**config.mk**
```make
export PLATFORM = sky130hd
export DESIGN_NAME = r_tile_read_sequencer
export DESIGN_NICKNAME = d
export VERILOG_FILES = /design/src/rtl/r_tile_read_sequencer.sv
export SDC_FILE = /design/constraint.sdc
export NUM_CORES = 1
export LEC_CHECK = 0
export CORE_ASPECT_RATIO = 0.6
export CORE_UTILIZATION = 52
export DETAILED_ROUTE_END_ITERATION = 10
export PLACE_DENSITY = 0.8
export REMOVE_ABC_BUFFERS = 1
export SYNTH_ARGS = -nofsm -noshare
export SYNTH_HDL_FRONTEND = slang
export SYNTH_SLANG_ARGS = --single-unit
```
**constraint.sdc**
```tcl
create_clock -name clk -period 3.8 [get_ports clk]
set_input_delay 0.38 -clock clk [delete_from_list [all_inputs] [get_ports clk]]
set_output_delay 0.38 -clock clk [all_outputs]
set_load 0.02 [all_outputs]
```
**src/rtl/r_tile_read_sequencer.sv**
```systemverilog
// Read sequencer for one register bank tile: queues read entries, issues them one at a time to the
// bank and forwards results as operand packets; per-block flush kills queued and in-flight reads.
module r_tile_read_sequencer #(
    parameter int BANK_ID     = 0,
    parameter int DATA_W      = 64,
    parameter int FIFO_DEPTH  = 8,
    parameter int BLOCK_ID_W  = 3,
    parameter int ACK_TIMEOUT = 15
) (
    input  logic                  clk,
    input  logic                  rst_n,
    input  logic                  in_valid,
    output logic                  in_ready,
    input  logic [BLOCK_ID_W-1:0] in_block_id,
    input  logic [4:0]            in_queue_id,
    input  logic [6:0]            in_reg_id,
    input  logic                  flush_valid,
    input  logic [BLOCK_ID_W-1:0] flush_block_id,
    output logic                  bank_read_req,
    output logic [6:0]            bank_reg_id,
    output logic [4:0]            bank_queue_id,
    input  logic                  bank_ack,
    input  logic                  bank_alignment_err,
    input  logic [DATA_W-1:0]     bank_read_data,
    output logic                  out_valid,
    input  logic                  out_ready,
    output logic [BLOCK_ID_W-1:0] out_block_id,
    output logic [4:0]            out_queue_id,
    output logic [DATA_W-1:0]     out_data,
    output logic                  err_valid,
    output logic [1:0]            err_code,
    output logic                  busy
);
    localparam int AW = $clog2(FIFO_DEPTH);
    localparam int CW = $clog2(ACK_TIMEOUT + 1);

    typedef enum logic [1:0] {S_IDLE, S_ISSUE, S_WAIT, S_SEND} state_t;

    logic [BLOCK_ID_W-1:0] fifo_blk_q [FIFO_DEPTH];
    logic [4:0]            fifo_qid_q [FIFO_DEPTH];
    logic [6:0]            fifo_reg_q [FIFO_DEPTH];
    logic [FIFO_DEPTH-1:0] kill_q, kill_d;
    logic [AW:0]           wr_ptr_q, rd_ptr_q;
    logic [AW-1:0]         wr_idx, rd_idx;
    logic                  empty, full, pop, push, reject, push_hs, flush_hit_in, head_killed;

    state_t                state_q, state_d;
    logic [BLOCK_ID_W-1:0] cur_blk_q, cur_blk_d;
    logic [4:0]            cur_qid_q, cur_qid_d;
    logic [6:0]            cur_reg_q, cur_reg_d;
    logic                  cur_kill_q, cur_kill_d, flush_hit_cur;
    logic                  err_latch_q, err_latch_d;
    logic [CW-1:0]         cnt_q, cnt_d;
    logic [DATA_W-1:0]     data_q, data_d;
    logic                  fsm_err;
    logic [1:0]            fsm_err_code;
    logic                  err_vld_q, err_vld_d, rej_pend_q, rej_pend_d;
    logic [1:0]            err_code_q, err_code_d;

    assign wr_idx       = wr_ptr_q[AW-1:0];
    assign rd_idx       = rd_ptr_q[AW-1:0];
    assign empty        = (wr_ptr_q == rd_ptr_q);
    assign full         = (wr_ptr_q[AW] != rd_ptr_q[AW]) && (wr_idx == rd_idx);
    assign pop          = (state_q == S_IDLE) && !empty;
    // A full FIFO can still accept when the head leaves in the same cycle.
    assign in_ready     = !full || pop;
    assign push_hs      = in_valid && in_ready;
    assign push         = push_hs && (in_reg_id[1:0] == 2'(BANK_ID));
    assign reject       = push_hs && (in_reg_id[1:0] != 2'(BANK_ID));
    assign flush_hit_in = flush_valid && (in_block_id == flush_block_id);
    assign head_killed  = kill_q[rd_idx] || (flush_valid && (fifo_blk_q[rd_idx] == flush_block_id));
    assign flush_hit_cur = flush_valid && (cur_blk_q == flush_block_id) && (state_q != S_IDLE);

    always_ff @(posedge clk) begin
        if (push) begin
            fifo_blk_q[wr_idx] <= in_block_id;
            fifo_qid_q[wr_idx] <= in_queue_id;
            fifo_reg_q[wr_idx] <= in_reg_id;
        end
    end

    // Pushed entry's kill bit overwrites whatever a stale flush left in that slot.
    always_comb begin
        kill_d = kill_q;
        if (flush_valid) begin
            for (int i = 0; i < FIFO_DEPTH; i++) begin
                if (fifo_blk_q[i] == flush_block_id) kill_d[i] = 1'b1;
            end
        end
        if (pop)  kill_d[rd_idx] = 1'b0;
        if (push) kill_d[wr_idx] = flush_hit_in;
    end

    always_comb begin
        state_d       = state_q;
        cur_blk_d     = cur_blk_q;
        cur_qid_d     = cur_qid_q;
        cur_reg_d     = cur_reg_q;
        cur_kill_d    = cur_kill_q || flush_hit_cur;
        err_latch_d   = err_latch_q;
        cnt_d         = cnt_q;
        data_d        = data_q;
        fsm_err       = 1'b0;
        fsm_err_code  = 2'b00;
        bank_read_req = 1'b0;
        out_valid     = 1'b0;
        case (state_q)
            S_IDLE: begin
                if (!empty) begin
                    cur_blk_d  = fifo_blk_q[rd_idx];
                    cur_qid_d  = fifo_qid_q[rd_idx];
                    cur_reg_d  = fifo_reg_q[rd_idx];
                    cur_kill_d = 1'b0;
                    if (!head_killed) state_d = S_ISSUE;
                end
            end
            S_ISSUE: begin
                bank_read_req = 1'b1;
                err_latch_d   = bank_alignment_err;
                cnt_d         = '0;
                state_d       = S_WAIT;
            end
            S_WAIT: begin
                cnt_d = cnt_q + CW'(1);
                if (bank_ack) begin
                    if (err_latch_q) begin
                        fsm_err      = 1'b1;
                        fsm_err_code = 2'b10;
                        state_d      = S_IDLE;
                    end else begin
                        data_d  = bank_read_data;
                        state_d = cur_kill_d ? S_IDLE : S_SEND;
                    end
                end else if (cnt_q == CW'(ACK_TIMEOUT - 1)) begin
                    fsm_err      = 1'b1;
                    fsm_err_code = 2'b11;
                    state_d      = S_IDLE;
                end
            end
            S_SEND: begin
                out_valid = 1'b1;
                if (out_ready || cur_kill_d) state_d = S_IDLE;
            end
            default: state_d = S_IDLE;
        endcase
    end

    // FSM errors take the pulse; a colliding reject is held one cycle.
    always_comb begin
        err_vld_d  = 1'b0;
        err_code_d = 2'b00;
        rej_pend_d = rej_pend_q;
        if (fsm_err) begin
            err_vld_d  = 1'b1;
            err_code_d = fsm_err_code;
            rej_pend_d = rej_pend_q || reject;
        end else if (rej_pend_q || reject) begin
            err_vld_d  = 1'b1;
            err_code_d = 2'b01;
            rej_pend_d = rej_pend_q && reject;
        end
    end

    always_ff @(posedge clk or negedge rst_n) begin
        if (!rst_n) begin
            wr_ptr_q    <= '0;
            rd_ptr_q    <= '0;
            kill_q      <= '0;
            state_q     <= S_IDLE;
            cur_blk_q   <= '0;
            cur_qid_q   <= '0;
            cur_reg_q   <= '0;
            cur_kill_q  <= 1'b0;
            err_latch_q <= 1'b0;
            cnt_q       <= '0;
            data_q      <= '0;
            err_vld_q   <= 1'b0;
            err_code_q  <= 2'b00;
            rej_pend_q  <= 1'b0;
        end else begin
            if (push) wr_ptr_q <= wr_ptr_q + (AW+1)'(1);
            if (pop)  rd_ptr_q <= rd_ptr_q + (AW+1)'(1);
            kill_q      <= kill_d;
            state_q     <= state_d;
            cur_blk_q   <= cur_blk_d;
            cur_qid_q   <= cur_qid_d;
            cur_reg_q   <= cur_reg_d;
            cur_kill_q  <= cur_kill_d;
            err_latch_q <= err_latch_d;
            cnt_q       <= cnt_d;
            data_q      <= data_d;
            err_vld_q   <= err_vld_d;
            err_code_q  <= err_code_d;
            rej_pend_q  <= rej_pend_d;
        end
    end

    assign bank_reg_id   = cur_reg_q;
    assign bank_queue_id = cur_qid_q;
    assign out_block_id  = cur_blk_q;
    assign out_queue_id  = cur_qid_q;
    assign out_data      = data_q;
    assign err_valid     = err_vld_q;
    assign err_code      = err_code_q;
    assign busy          = !empty || (state_q != S_IDLE);
endmodule
```
## Word-level counts from Yosys, hierarchy flattened

Memory sizes are Yosys's and may differ from the RTL's. A register that Yosys moved wholly into a read port is not among the register bits.
Index checks and enable logic that the tools add are counted.

- Register bits after elaboration: 95
- Bits in latches: 0
- Bits in writable memories: 120
- ROM bits: 0
- Output and inout bits: 91
- Memories: 3

- Add/sub/neg operators: 3
- Multipliers: 0
- Div/mod/pow operators: 0
- $lt $le $gt $ge: 4
- Eq/ne operators: 22
- Shift-type cells: 0
- Mux-type cells: 47
- Bitwise gates (word level): 4
- Reduce and logical (&&, ||, !) cells: 31

Memory list:

| memory | words | bits a word | rd ports | clocked after Yosys merged registers in | wr ports | RTL line | source |
|---|---|---|---|---|---|---|---|
| fifo_reg_q | 8 | 7 | 1 | 1 | 1 | 41 | `logic [6:0] fifo_reg_q [FIFO_DEPTH];` |
| fifo_qid_q | 8 | 5 | 1 | 1 | 1 | 40 | `logic [4:0] fifo_qid_q [FIFO_DEPTH];` |
| fifo_blk_q | 8 | 3 | 9 | 0 | 1 | 39 | `logic [BLOCK_ID_W-1:0] fifo_blk_q [FIFO_DEPTH];` |

Operators by type and width:

| cell | number |
|---|---|
| $eq 3x3->1 | 12 |
| $mux 1 | 26 |
| $mux 2 | 12 |
| $mux 8 | 3 |
| $add 4x1->4 const B | 3 |
| $logic_and 1x1->1 | 12 |
| $and 8x8->8 | 1 |
| $bwmux 8 | 1 |
| $lt 3x4->1 const B | 2 |
| $not 8->8 | 1 |
| $pmux 2 s4 | 1 |
| $pmux 4 s2 | 1 |
| $reduce_bool 2->1 | 4 |
| $demux 1 s3 | 2 |
| $ge 3x1->1 const B | 2 |
| $logic_or 1x1->1 | 6 |
| $ne 2x2->1 const B | 3 |
| $eq 2x2->1 const B | 2 |
| $eq 4x4->1 | 1 |
| $eq 4x4->1 const B | 1 |
| $logic_not 1->1 | 4 |
| $logic_not 2->1 | 2 |
| $reduce_and 4->1 | 1 |
| $bmux 1 s3 | 1 |
| other kinds (6) | 7 |

## Logic depth before layout (Yosys ltp)

Gate-level depths: netlist (run 1).

- Word-level depth: 9
- Mapped depth: 8

## Worst setup path after synthesis (run 1)

OpenSTA, ideal clock, no wires.

- Path type: register to register
- Start point: register state_q[0]
- End point: register kill_q[4]
- Setup time: 0.125 ns
- Arrival time: 3.429 ns
- Required time: 3.675 ns
- Setup slack: 0.246 ns
- Cell stages (with the launch flop): 7
- Period minus slack after synthesis: 3.554 ns
- Cell sequence: dfrtp_1 -> inv_1 -> ha_1 -> or3_1 -> nand3_2 -> nor4b_1 -> mux2_2

- Cells in the longest elaborated chain, start to end: 6

RTL lines:

| element | RTL line | source |
|---|---|---|
| start: declaration | 47 | `state_t state_q, state_d;` |
| start signal: assignment | 184 | `state_q <= state_d;` |
| $logic_not 2->1 | 64 | `assign pop = (state_q == S_IDLE) && !empty;` |
| $logic_and 1x1->1 | 64 |  |
| $logic_or 1x1->1 | 66 | `assign in_ready = !full \|\| pop;` |
| via in_ready | 13 | `output logic in_ready,` |
| $logic_and 1x1->1 | 67 | `assign push_hs = in_valid && in_ready;` |
| $logic_and 1x1->1 | 68 | `assign push = push_hs && (in_reg_id[1:0] == 2'(BANK_ID));` |
| $mux 8 | 91 | `if (push) kill_d[wr_idx] = flush_hit_in;` |
| via kill_d[4] | 42 | `logic [FIFO_DEPTH-1:0] kill_q, kill_d;` |
| end signal: assignment | 183 | `kill_q <= kill_d;` |
| end: declaration | 42 |  |

The timed path passes the listed nets, and every way through them passes these cells.
A chain may end at the register's enable or synchronous reset.

## Final worst setup path (run 1)

- Start point: register rd_ptr_q[0]
- End point: output in_ready

- Cells in the longest elaborated chain, start to end: 4

RTL lines:

| element | RTL line | source |
|---|---|---|
| start: declaration | 43 | `logic [AW:0] wr_ptr_q, rd_ptr_q;` |
| start signal: assignment | 182 | `if (pop) rd_ptr_q <= rd_ptr_q + (AW+1)'(1);` |
| $eq 4x4->1 / $eq 3x3->1 (equally long branches) | 62, 63 |  |
| $logic_not 1->1 / $logic_and 1x1->1 (equally long branches) | 64, 63 |  |
| $logic_and 1x1->1 / $logic_not 1->1 (equally long branches) | 64, 66 |  |
| $logic_or 1x1->1 (*) | 66 |  |
| end: declaration | 13 |  |

Every way passes the cells marked *; elsewhere a longest branch is shown, timed or not.

==> results of run 1 <==
-- per-stage QoR --
stage / hold WS [ns] / TNS (ns) / utilization, % / power [mW]
floorplan: 0.0844 / -18.45 / - / 5.65
global placement: 0.456 / 0 / 66.0 / 7.15
detailed placement: 0.460 / 0 / 66.0 / 7.25
CTS: 0.392 / 0 / 70.4 / 9.57
global route: 0.400 / 0 / 70.4 / 10.0
finish: 0.401 / 0 / 70.4 / 9.50
-- final cells by class --
| type | instances | share of cell area, % |
|---|---|---|
| Clock buffer | 27 | 4.89 |
| Clock inverter | 11 | 1.35 |
| Inverter | 9 | 0.276 |
| Multi-Input combinational cell | 426 | 24.0 |
| Sequential cell | 227 | 51.2 |
| Tap cell | 234 | 2.39 |
| Timing Repair Buffer | 198 | 15.9 |
-- power by group through the flow --
stage / registers [mW] / logic (mW) / clock network (mW)
2_1_floorplan: 4.17 / 1.48 / 0
3_3_place_gp: 3.60 / 3.55 / 0
3_5_place_dp: 3.62 / 3.63 / 0
4_1_cts: 3.58 / 3.65 / 2.33
5_1_grt: 3.66 / 3.93 / 2.42
6_report: 3.58 / 3.62 / 2.30
-- synth_stat cells, drive strengths merged --
library cell	number
o311a	1
xnor2	37
dfrtp	107
edfxtp	120
nor3b	3
mux2i	19
a31oi	3
a311o	2
nor3	3
ha	9
inv	9
nand2	222
xor2	6
nor2	10
and3	1
or3	2
mux2	11
a41oi	9
and4	1
o31ai	1
buf	23
and3b	1
nor4	1
clkbuf	18
nor4b	2
maj3	1
nor2b	4
a21oi	11
mux4	30
a311oi	1
nand4	1
nand2b	3
o22ai	2
nand3b	3
nand3	8
o21ai	18
-- registers in the layout, indices dropped and copies added (netlist names) --
signal	count
cur_kill_q	1
bank_reg_id	7
err_latch_q	1
kill_q	8
fifo_blk_q	24
rd_ptr_q	4
fifo_reg_q	56
out_block_id	3
rej_pend_q	1
err_code	2
bank_queue_id	5
wr_ptr_q	4
fifo_qid_q	40
out_data	64
cnt_q	4
state_q	2
err_valid	1
-- cell families (layout without fill, tap and decap cells) --
| logic type | count (synthesis) | in the layout |
|---|---|---|
| muxes | 60 | 60 |
| AOI/OAI and AO/OA | 48 | 48 |
| DFF | 227 | 227 |
| buffers and inverters | 50 | 245 |
| adders and majority gates | 10 | 10 |
| xor gates and xnor gates | 43 | 43 |
| and+or+nand+nor | 265 | 265 |
-- metal layers --
metal	routed length (um)	vias up	global-route usage, %
met1	9800	3007	35.2
met4	341	2	4.53
met2	9230	220	34.7
li1	-	2822	-
met5	13	-	0
met3	1590	28	4.47
-- path summary, 6_finish.rpt --
path / depth (start not counted) / start / end / slack [ns]
max: 4 / rd_ptr_q[0] / in_ready / 0.87
min: 3 / bank_read_data[47] / out_data[47] / 0.40
max reg2reg: 7 / rd_ptr_q[0] / kill_q[1] / 1.29
min reg2reg: 2 / out_data[19] / out_data[19] / 0.47
max in group asynchronous: 3 / rst_n / rd_ptr_q[0] / 2.57
min in group asynchronous: 2 / rst_n / cnt_q[2] / 0.44
-- worst min-delay path: stages --
cell and delay (ns):
clkdlybuf4s50_1 0.40, nand2_1 0.05, nand2_1 0.04
==> flow_summary.yaml, run 1 <==
critical_path:
  worst-path-buf-inv: 1
  critPathLaunchType: "flip-flop"
  arrival_ns: 2.55
  critPathTopFamily: "flip-flops"
  cp_max_fo: 20
  cpPeakStageDelay_ns: 0.76
  worstSetupEndpointType: "primary output"
  critPathSlowestCell: "dfrtp_2"
  crit_chain: "xnor2_1 > nand3_1 > or3_1 > clkdlybuf4s50_1"
  cp_data_required_time_ns: 3.42
  path_class: "reg -> out"
floorplan:
  initial_core_util_pct: 54.1
  die_x_um: 176
  die_height_um: 106
  io_pins: 180
  rows: 37
  die_area_um2: 18700
  core_area_um2: 17400
synth:
  yosys_warnings: 0
  synth-compound-area-share_pct: 3.20
  syn-instance-count: 703
  synth_top_area_cell: "edfxtp_1"
  yosys.area_share.xor_xnor_pct: 4.00
  syn-cell-area_um2: 9410
  synth_top_cell_area_share_pct: 38.3
  syn_area_per_cell_um2: 13.4
  yosysUniqueCellTypes: 42
  yosysSeqAreaShare_pct: 66.7
  synthMuxAreaShare_pct: 10.6
  synthSimpleGateAreaFrac_pct: 11.7
  synth_top_cells_by_area: "edfxtp_1 (38%), dfrtp_1 (28%), nand2_1 (8.9%)"
  synth_top_family_by_area: "simple AND/OR/NAND/NOR gates"
  synth_fa_ha_area_share_pct: 1.30
  yosys_register_bits: 227
layout:
  multi_input_area_um2: 2940
  diodes: 0
  final_cell_mix: "nand2_1 (222), clkdlybuf4s50_1 (178), edfxtp_1 (120), dfrtp_1 (106), xnor2_1 (37)"
  layout_commonest_cell: "nand2_1"
  fin_cells: 1132
  area_delta_synth_final_pct: 30.3
  seq_area_um2: 6280
  nFillCells: 1235
  final_area_um2: 12300
  num-nets-final: 981
  drive_gt1_share_pct: 11.5
routing:
  viasPerCell: 5.37
  routedWlPerCell_um: 18.5
  vias: 6079
  drc: 0
  drtAntennaViolNets: 0
  drt_wl_total_mm: 21.0
  first_iter_violations: 456
  dr.pass1.iters: 5
power_and_ir_drop:
  seqPwrFrac_pct: 37.7
  leakage_nw: 4.89
  power_density_nw_per_um2: 775
  combPwrFrac_pct: 38.1
  p_sw_mw: 3.24
  power.share.clock_pct: 24.2
  switching_share_pct: 34.1
  ir_worst_vdd_v: 0.000401
  internal_power_mw: 6.26
sta:
  relSlewSlack_pct: 39.7
  hold_viol_final: 0
  fin_worst_skew_ns: 0.0127
  fmax_mhz: 341
  finalMaxSlewViolations: 0
  tightest_slew_ns: 0.898
  fin_crit_sh_pct: 77.1
  fin_ws_ns: 0.869
  rsz0062_at_grt: "false"
  setup_violations: 0
  min_period_ns: 2.93
cts:
  numCtsBuffers: 21
  h-tree-depth: 1
  cts_resized: 0
  clk_latency_ns: 0.50
  tritoncts: "built"
  ctsLongestPathBuffers: 3
  cts_root_buf: "clkbuf_16"
  cts.sinks: 227
  cts.clk_slew.worst_paths_ns: 0.07
  postCtsSetupBuffers: 0
  cts_hold_buf: 1
global_routing:
  first_global_vias: 6098
  grt_remaining_overflow: 0
  antenna_found_initial: 1
  grt_start_max_net_pins: 65
  track_usage_pct: 23.1
  grt_pass1_wl_mm: 33.2
placement:
  placed_cell_area_um2: 11500
  hpwlAfterDp_mm: 14.1
  place_congestion: 0.861
  post-place-ws_ns: 1.07
  portBuffers: 179
  place_inst: 1093
worst_hold_path:
  hold_path.class: "in -> reg"
outcome:
  status: "completed"
flow_run:
  drv_cap: 0
(Power assumes the default switching activity.)
==> inputs of run 2 (changes only) <==
- CORE_UTILIZATION: 52 -> 47
- PLACE_DENSITY: 0.8 -> 0.76
- clock period: 3.8 -> 2.4 ns (I/O delays scaled with it)
==> run 2 against run 1 <==
Compared with the run above: sequential power rose by 55%; global-route usage decreased by 1.0 points; worst setup slack got worse by 0.78 ns; clock power grew 60%; register-to-register slack worse by 1.1 ns; die area grew 10%; design area increased by 2.5%; clock-buffer cell count is 1 lower; largest cell class unchanged.
==> flow_summary.yaml, run 2 (same netlist as run 1, synthesis figures left out) <==
critical_path:
  worstSetupEndpointType: "primary output"
  crit_chain: "inv_1 > ha_1 > or3_1 > dlygate4sd2_1"
  worst-path-buf-inv: 2
  cp_data_required_time_ns: 2.16
  r2r-start: "rd_ptr_q[0]"
  cp_max_fo: 5
  arrival_ns: 2.07
  critPathTopFamily: "buffers and inverters"
  cpPeakStageDelay_ns: 0.42
  critPathSlowestCell: "or3_1"
  path_class: "reg -> out"
  cp-startpoint: "state_q[0]"
  critPathLaunchType: "flip-flop"
sta:
  hold_viol_final: 0
  finalMaxSlewViolations: 0
  setup_violations: 0
  tightest_slew_ns: 0.766
  relSlewSlack_pct: 48.5
  rsz0062_at_grt: "false"
  fmax_mhz: 432
  fin_crit_sh_pct: 96.5
  fin_worst_skew_ns: 0.0139
  fin_ws_ns: 0.0852
  setup-tns-final_ns: 0
  min_period_ns: 2.31
cts:
  cts.sinks: 227
  clk_latency_ns: 0.51
  cts_root_buf: "clkbuf_16"
  h-tree-depth: 1
  cts.clk_slew.worst_paths_ns: 0.07
  ctsLongestPathBuffers: 3
  tritoncts: "built"
  numCtsBuffers: 22
floorplan:
  die_area_um2: 20600
  core_area_um2: 19300
  die_x_um: 185
  rows: 39
  io_pins: 180
  initial_core_util_pct: 48.7
  die_height_um: 112
outcome:
  status: "completed"
routing:
  vias: 6164
  dr.pass1.iters: 4
  viasPerCell: 5.15
  drt_wl_total_mm: 22.0
  drtAntennaViolNets: 0
  routedWlPerCell_um: 18.4
  drc: 0
  first_iter_violations: 479
placement:
  placed_cell_area_um2: 11800
  place_inst: 1156
  post-place-ws_ns: 0.143
  place_congestion: 0.850
  portBuffers: 179
  hpwlAfterDp_mm: 15.5
worst_hold_path:
  hold_path.class: "in -> reg"
  hp-start: "bank_read_data[18]"
layout:
  fin_cells: 1198
  drive_gt1_share_pct: 14.5
  diodes: 0
  final_cell_mix: "nand2_1 (222), clkdlybuf4s50_1 (176), edfxtp_1 (120), dfrtp_1 (105), buf_4 (49)"
  final_area_um2: 12600
  largest_reg_flops: 64
  layout_commonest_cell: "nand2_1"
  num-nets-final: 1014
  area_delta_synth_final_pct: 33.6
global_routing:
  grt_start_max_net_pins: 65
  first_global_vias: 6266
  track_usage_pct: 22.0
  grt_remaining_overflow: 0
  antenna_found_initial: 0
  grt_pass1_wl_mm: 34.8
power_and_ir_drop:
  ir_worst_vdd_v: 0.000589
  power_density_nw_per_um2: 1210
  leakage_nw: 5.06
flow_run:
  drv_cap: 0
-- run 2: cell types whose count changed in the layout (fill, tap and decap cells not counted), moves of 2 or more --
cell	previous run	this run
clkinv_1	1	4
clkbuf_8	3	1
buf_4	18	49
dlygate4sd2_1	0	2
clkdlybuf4s50_1	178	176
-- run 2: repair_timing --
item	in CTS	in global routing
hold endpoints to repair	35	0
resized for setup	3	1
endpoints found under the setup margin	2	1
buffers inserted	0	1
hold buffers	1	0
-- run 2: worst reg2reg max path: stages (launching register included) --
cell and delay [ns]:
dfrtp_4 0.42, buf_4 0.24, mux4_1 0.59, mux2i_1 0.23, xor2_1 0.30, a311o_1 0.24
a21oi_1 0.07
-- run 2: where the power goes --
group | switching (mW) | internal, mW
sequential | 0.532 | 5.01
clock | 1.47 | 2.22
combinational | 3.22 | 2.82
-- run 2: worst paths after layout --
kind,endpoint,slack (ns),cells past startpoint
worst min-delay path,out_data[18],0.26,3
worst max-delay path,in_ready,0.09,4
worst min register to register,out_data[9],0.47,2
max in group asynchronous,rd_ptr_q[0],1.44,3
min in group asynchronous,out_data[54],0.29,2
worst max register to register,state_q[1],0.20,6
-- run 2: per-layer routing --
metal	vias to the layer above	routed length [um]	global-route usage (%)
li1	2882	-	-
met1	3072	10300	32.6
met2	173	10200	34.6
met3	37	1140	3.47
met4	0	467	5.12
met5	-	0	0
-- run 2: cell type report --
cell class	instances	area (um2)
clock buffers	26	597
clock inverters	14	183
fillers	1426	6750
inverters	9	33.8
multi-input cells	426	2940
flip-flops and latches	227	6290
well taps	266	333
repair buffers	230	2200
-- run 2: stage by stage --
stage	utilization [%]	total power, mW	hold WS (ns)
6_report	65.0	15.3	0.256
5_1_grt	65.0	16.1	0.260
4_1_cts	65.0	15.3	0.247
3_5_place_dp	60.9	11.6	0.266
3_3_place_gp	60.9	11.5	0.258
2_1_floorplan	-	8.95	-0.0556
==> edit 1, RTL diff (flow settings as in run 1) <==
Remove the register `err_code_q`: a continuous assignment takes its place, so the output `err_code` follows one clock earlier.
--- a/src/rtl/r_tile_read_sequencer.sv
+++ b/src/rtl/r_tile_read_sequencer.sv
@@ -177,3 +177,2 @@
             err_vld_q   <= 1'b0;
-            err_code_q  <= 2'b00;
             rej_pend_q  <= 1'b0;
@@ -192,3 +191,2 @@
             err_vld_q   <= err_vld_d;
-            err_code_q  <= err_code_d;
             rej_pend_q  <= rej_pend_d;
@@ -196,2 +194,4 @@
     end
+
+    assign err_code_q = err_code_d;
 
Function: changed (Yosys sat finds a counterexample within 4 cycles, from zero or initial values and one cycle with rst_n low).
==> edit 1 against run 1 <==
- setup slack worse by 0.49 ns
- global-route usage is 0.55 points higher
- fmax is 14% lower
- final cell count is 0.71% higher
- worst hold slack worse by 0.39 ns
- cell area is 0.80% lower
- synthesized cell count is 0.85% higher
- core utilization is 0.75 points lower
- synthesized area is 0.28% higher
- critical path depth is 4 higher
- total power is 2.3% lower
- wire length is 3.8% higher
- sequential cell count is 2 lower
- critical endpoint is now err_code[0]
==> edit 1: results (changes against run 1) <==
[timing]
tightest_slew_ns = 0.958  ; +0.0598 ns
setup_ws_ns = 0.381  ; -0.488 ns
clock_skew_ns = 0.0130  ; +0.000256 ns
hold_slack_ns = 0.00811  ; -0.393 ns

[pwr]
p_leak_nw = 4.82  ; -1.5%
ir_worst_vdd_v = 0.000491  ; +22%

[layout]
drive_above_1_share_pct = 11.6  ; +0.12 points
nNetsFinal = 989  ; +0.82%
fill_cells = 1201  ; -2.8%

[synthesis]
ys_top_cells_by_area = edfxtp_1 (38%), dfrtp_1 (28%), nand2_1 (8.8%)
synthArstFlopShare_pct = 46.7  ; -0.47 points
synth.distinct_cells = 51  ; +21%
ys_seq_area_share_pct = 66.0  ; -0.72 points
synth_top_cells_by_count = nand2_1 (221), edfxtp_1 (120), dfrtp_1 (105)
avgSynthCellArea_um2 = 13.3  ; -0.57%

[min_path]
hold_path_class = in -> async

[setup_path]
reg2reg_slack_ns = 0.97  ; -0.32 ns
cp_max_fo = 6  ; -70%
cpMaxStageDelayCell = clkdlybuf4s50_1
r2r-start = state_q[0]$_DFFE_PN0P_
critical_path.max_stage_delay_ns = 0.66  ; -0.10 ns

[floorplanning]
initial_core_util_pct = 54.1  ; about the same
rows = 37  ; unchanged

[placed_design]
gp_congestion = 0.841  ; -2.4%
dpl_worst_slack_ns = 0.858  ; -0.208 ns
dp_hpwl_um = 15000  ; +6.1%

[cts]
root_buffer = clkbuf_16

[global_routing]
grt_max_degree = 67  ; +3.1%
antenna_found_initial = 0  ; -1
grt_usage_pct = 23.6  ; +0.55 points
grt_pass1_wl_um = 33600  ; +1.2%
grt_pass1_vias = 5956  ; -2.3%

[outcome]
status = completed

[drt]
wl_per_cell_um = 19.1  ; +3.1%
via_per_inst = 5.37  ; about the same
via_count = 6120  ; +0.67%
drt-initial-drc-count = 583  ; +28%

edit 1: final cells by class:
cell class	count	area [um2]	share of cell area, %
Clock buffer	24	537	4.41
Clock inverter	14	124	1.02
Inverter	11	41.3	0.339
Multi-Input combinational cell	432	2990	24.6
Sequential cell	225	6230	51.2
Tap cell	234	293	2.41
Timing Repair Buffer	200	1950	16.0
edit 1: kinds of logic after synthesis:
logic type / synth area share (%)
AOI/OAI and AO/OA: 3.73
xor gates and xnor gates: 3.90
adders and majority gates: 1.30
buffers and inverters: 2.52
DFF: 66.0
muxes: 10.4
and+or+nand+nor: 12.2
edit 1: power by group:
part           internal [mW]  switching (mW)  total (mW)
Sequential              3.14           0.344        3.49
Clock                   1.16           0.879        2.04
Combinational           1.71            2.06        3.76
Total                   6.01            3.28        9.29
edit 1: stage by stage:
step | cell area, um2 | utilization, % | power, mW | setup TNS, ns
final | 12200 | 69.7 | 9.29 | 0
after global routing | 12200 | 69.7 | 9.77 | 0
after CTS | 12200 | 69.7 | 9.34 | 0
after detailed placement | 11500 | 65.9 | 7.29 | 0
after global placement | 11500 | 65.9 | 7.18 | 0
after floorplan | 9240 | - | 5.67 | -12.43
edit 1: worst max path at each step:
stage | endpoint | depth (start not counted) | startpoint
6_report | err_code[0] | 8 | state_q[0]$_DFFE_PN0P_
5_1_grt | err_code[0] | 8 | state_q[0]$_DFFE_PN0P_
4_1_cts | err_code[0] | 8 | state_q[0]$_DFFE_PN0P_
3_5_place_dp | err_code[0] | 8 | in_reg_id[1]
3_3_place_gp | err_code[0] | 8 | in_reg_id[0]
2_1_floorplan | kill_q[0]$_DFF_PN0_ | 6 | rd_ptr_q[0]$_DFFE_PN0N_
edit 1: critical path: cells and delay by family (launching register included):
kind,cells,cell delay [ns]
compound gates,3,0.75
simple gates,2,0.27
buf+inv,2,0.81
fa+ha+maj,1,0.31
flops,1,0.40
edit 1: routing by layer:
metal,share of wire (%),routed length (um),track usage [%],up-vias
li1,-,-,-,2842
met1,47,10200,36.8,3047
met2,45,9810,34.8,199
met3,6.2,1350,3.86,32
met4,1.8,397,5.53,0
met5,0,0,0,-
==> edit 2, RTL diff (flow settings as in run 1) <==
Made on the original files. Set the parameter `ACK_TIMEOUT` to 30 (it was 15).
--- a/src/rtl/r_tile_read_sequencer.sv
+++ b/src/rtl/r_tile_read_sequencer.sv
@@ -7,3 +7,3 @@
     parameter int BLOCK_ID_W  = 3,
-    parameter int ACK_TIMEOUT = 15
+    parameter int ACK_TIMEOUT = 30
 ) (
Check against the original RTL: same outputs for any inputs over 4 cycles, from zero or initial values and one cycle with rst_n low; that may be too few to reach the edited logic, so the function may still have changed.
==> edit 2 against run 1 <==
- non-clock buffer count up 5
- synthesized area grew 0.44%
- sequential power increased by 2%
- the run now ends with hold timing left
- global-route usage increased by 1.2 points
- largest cell class unchanged
- clock skew shrank 0.0023 ns
- first-iteration DRC count grew 32%
- wire length grew 4.6%
- total power shrank 0.33%
- via count is 0.21% lower
- sequential cell count rose by 1
- setup slack got worse by 0.010 ns
- clock power is 4% lower
- cell area grew 0.33%
==> edit 2: results (changes against run 1) <==
[outcome]
status = finished with violations
failed_checks = hold timing

[cts]
root_buffer = clkbuf_16
numCtsBuffers = 21  ; unchanged
cts_setup_buffers = 0  ; unchanged
cts_max_level = 1  ; unchanged
insertion_delay_ns = 0.49
clock_path_buffers = 3  ; unchanged
cts_resized = 0  ; unchanged
path_clk_slew_ns = 0.07  ; about the same

[layout]
num_antenna_cells = 0  ; unchanged
nNetsFinal = 992  ; +1.1%
fin_cells = 1142  ; +0.88%
drive_above_1_share_pct = 12.7  ; +1.2 points
largest_register_ff_count = 64  ; unchanged
multi_input_area_um2 = 2940  ; -0.13%
fill_cells = 1220  ; -1.2%

[drt]
firstDrtPassIters = 4  ; -1
wl_per_cell_um = 19.2  ; +3.7%
via_per_inst = 5.31  ; -1.1%
drt-initial-drc-count = 601  ; +32%

[synthesis]
synthArstFlopShare_pct = 47.4  ; +0.23 points
synth_top_cells_by_count = nand2_1 (223), edfxtp_1 (120), dfrtp_1 (108)
synth-edff-count = 120  ; unchanged
ys_top_cells_by_area = edfxtp_1 (38%), dfrtp_1 (29%), nand2_1 (8.9%)
ys_seq_area_share_pct = 66.7  ; about the same
yosys_warnings = 0  ; unchanged
synth.distinct_cells = 44  ; +4.8%
synthesis.instances = 708  ; +0.71%

[placed_design]
dp_hpwl_um = 14900  ; +5.1%
dpl_worst_slack_ns = 0.811  ; -0.255 ns
io_buffers = 179  ; unchanged
gp_congestion = 0.853  ; -0.99%
place_area_um2 = 11600  ; +0.71%

[setup_path]
cp_max_fo = 20  ; unchanged
critical_path.max_stage_delay_ns = 0.78  ; +0.02 ns
crit_family = flip-flops
cpMaxStageDelayCell = dfrtp_2
critPathArrivalTime_ns = 2.56  ; about the same

[pwr]
p_seq_share_pct = 38.4  ; +0.7 points
pg_clk_mw = 2.20  ; -4%
ir_worst_vdd_v = 0.000506  ; +26%
switching_share_pct = 34.3  ; +0.20 points
p_int_mw = 6.22  ; -0.63%
p_leak_nw = 4.92  ; +0.60%

[global_routing]
grtUsageMet1_pct = 37.1  ; +1.9 points
grt_pass1_vias = 6227  ; +2.1%
grt_usage_pct = 24.2  ; +1.2 points
grtUsageMet3_pct = 3.90  ; -0.57 points
grt_pass1_wl_um = 34700  ; +4.7%
grt_max_degree = 65  ; unchanged
antenna_found_initial = 0  ; -1
use_met2_pct = 36.6  ; +1.8 points

[timing]
clock_skew_ns = 0.0105  ; -0.00229 ns
tightest_slew_ns = 0.782  ; -0.116 ns
hold_slack_ns = -0.0416  ; -0.443 ns
hold_viol = 30  ; +30

[min_path]
hold_path_class = in -> async

## edit 2: worst register-to-register path, cell delays in order (launching register included)
cell and delay (ns):
dfrtp_2 0.78, xnor2_1 0.19, nand3_1 0.15, o311ai_2 0.09, buf_4 0.19, or2_2 0.34, nor2_1 0.55, buf_4 0.31
## edit 2: routing by layer
layer	wire length, um	share of wire [%]
met1	10400	47
met2	10000	46
met3	1200	5.5
met4	346	1.6
met5	0	0
## edit 2: cell families after synthesis
family | after synthesis | share of synthesized area, %
AND/OR/NAND/NOR | 263 | 11.4
flip-flops | 228 | 66.7
multiplexers | 59 | 10.6
buffers and inverters | 53 | 2.62
AO/OA/AOI/OAI | 52 | 3.38
XOR/XNOR | 43 | 3.98
adder cells (fa/ha/maj) | 10 | 1.30
## edit 2: final timing paths
check	start	endpoint	slack (ns)	cells past startpoint
worst max register to register	rd_ptr_q[0]$_DFFE_PN0N_	fifo_reg_q[7][1]$_DFFE_PP_	0.91	7
worst min-delay path	rst_n	bank_queue_id[3]$_DFFE_PN0N_	-0.04	1
max in group asynchronous	rst_n	out_data[33]$_DFFE_PN0P_	3.07	2
worst min register to register	out_data[63]$_DFFE_PN0P_	out_data[63]$_DFFE_PN0P_	0.47	2
min in group clk	bank_read_data[56]	out_data[56]$_DFFE_PN0P_	0.42	3
worst max-delay path	rd_ptr_q[0]$_DFFE_PN0N_	in_ready	0.86	4
## edit 2: layout make-up
| cell class | instances | share of cell area [%] |
|---|---|---|
| tap | 234 | 2.38 |
| sequential | 228 | 51.3 |
| multi-input combinational | 427 | 23.9 |
| clock inverter | 6 | 0.682 |
| clock buffer | 31 | 5.28 |
| timing repair buffer | 203 | 16.1 |
| inverter | 13 | 0.397 |
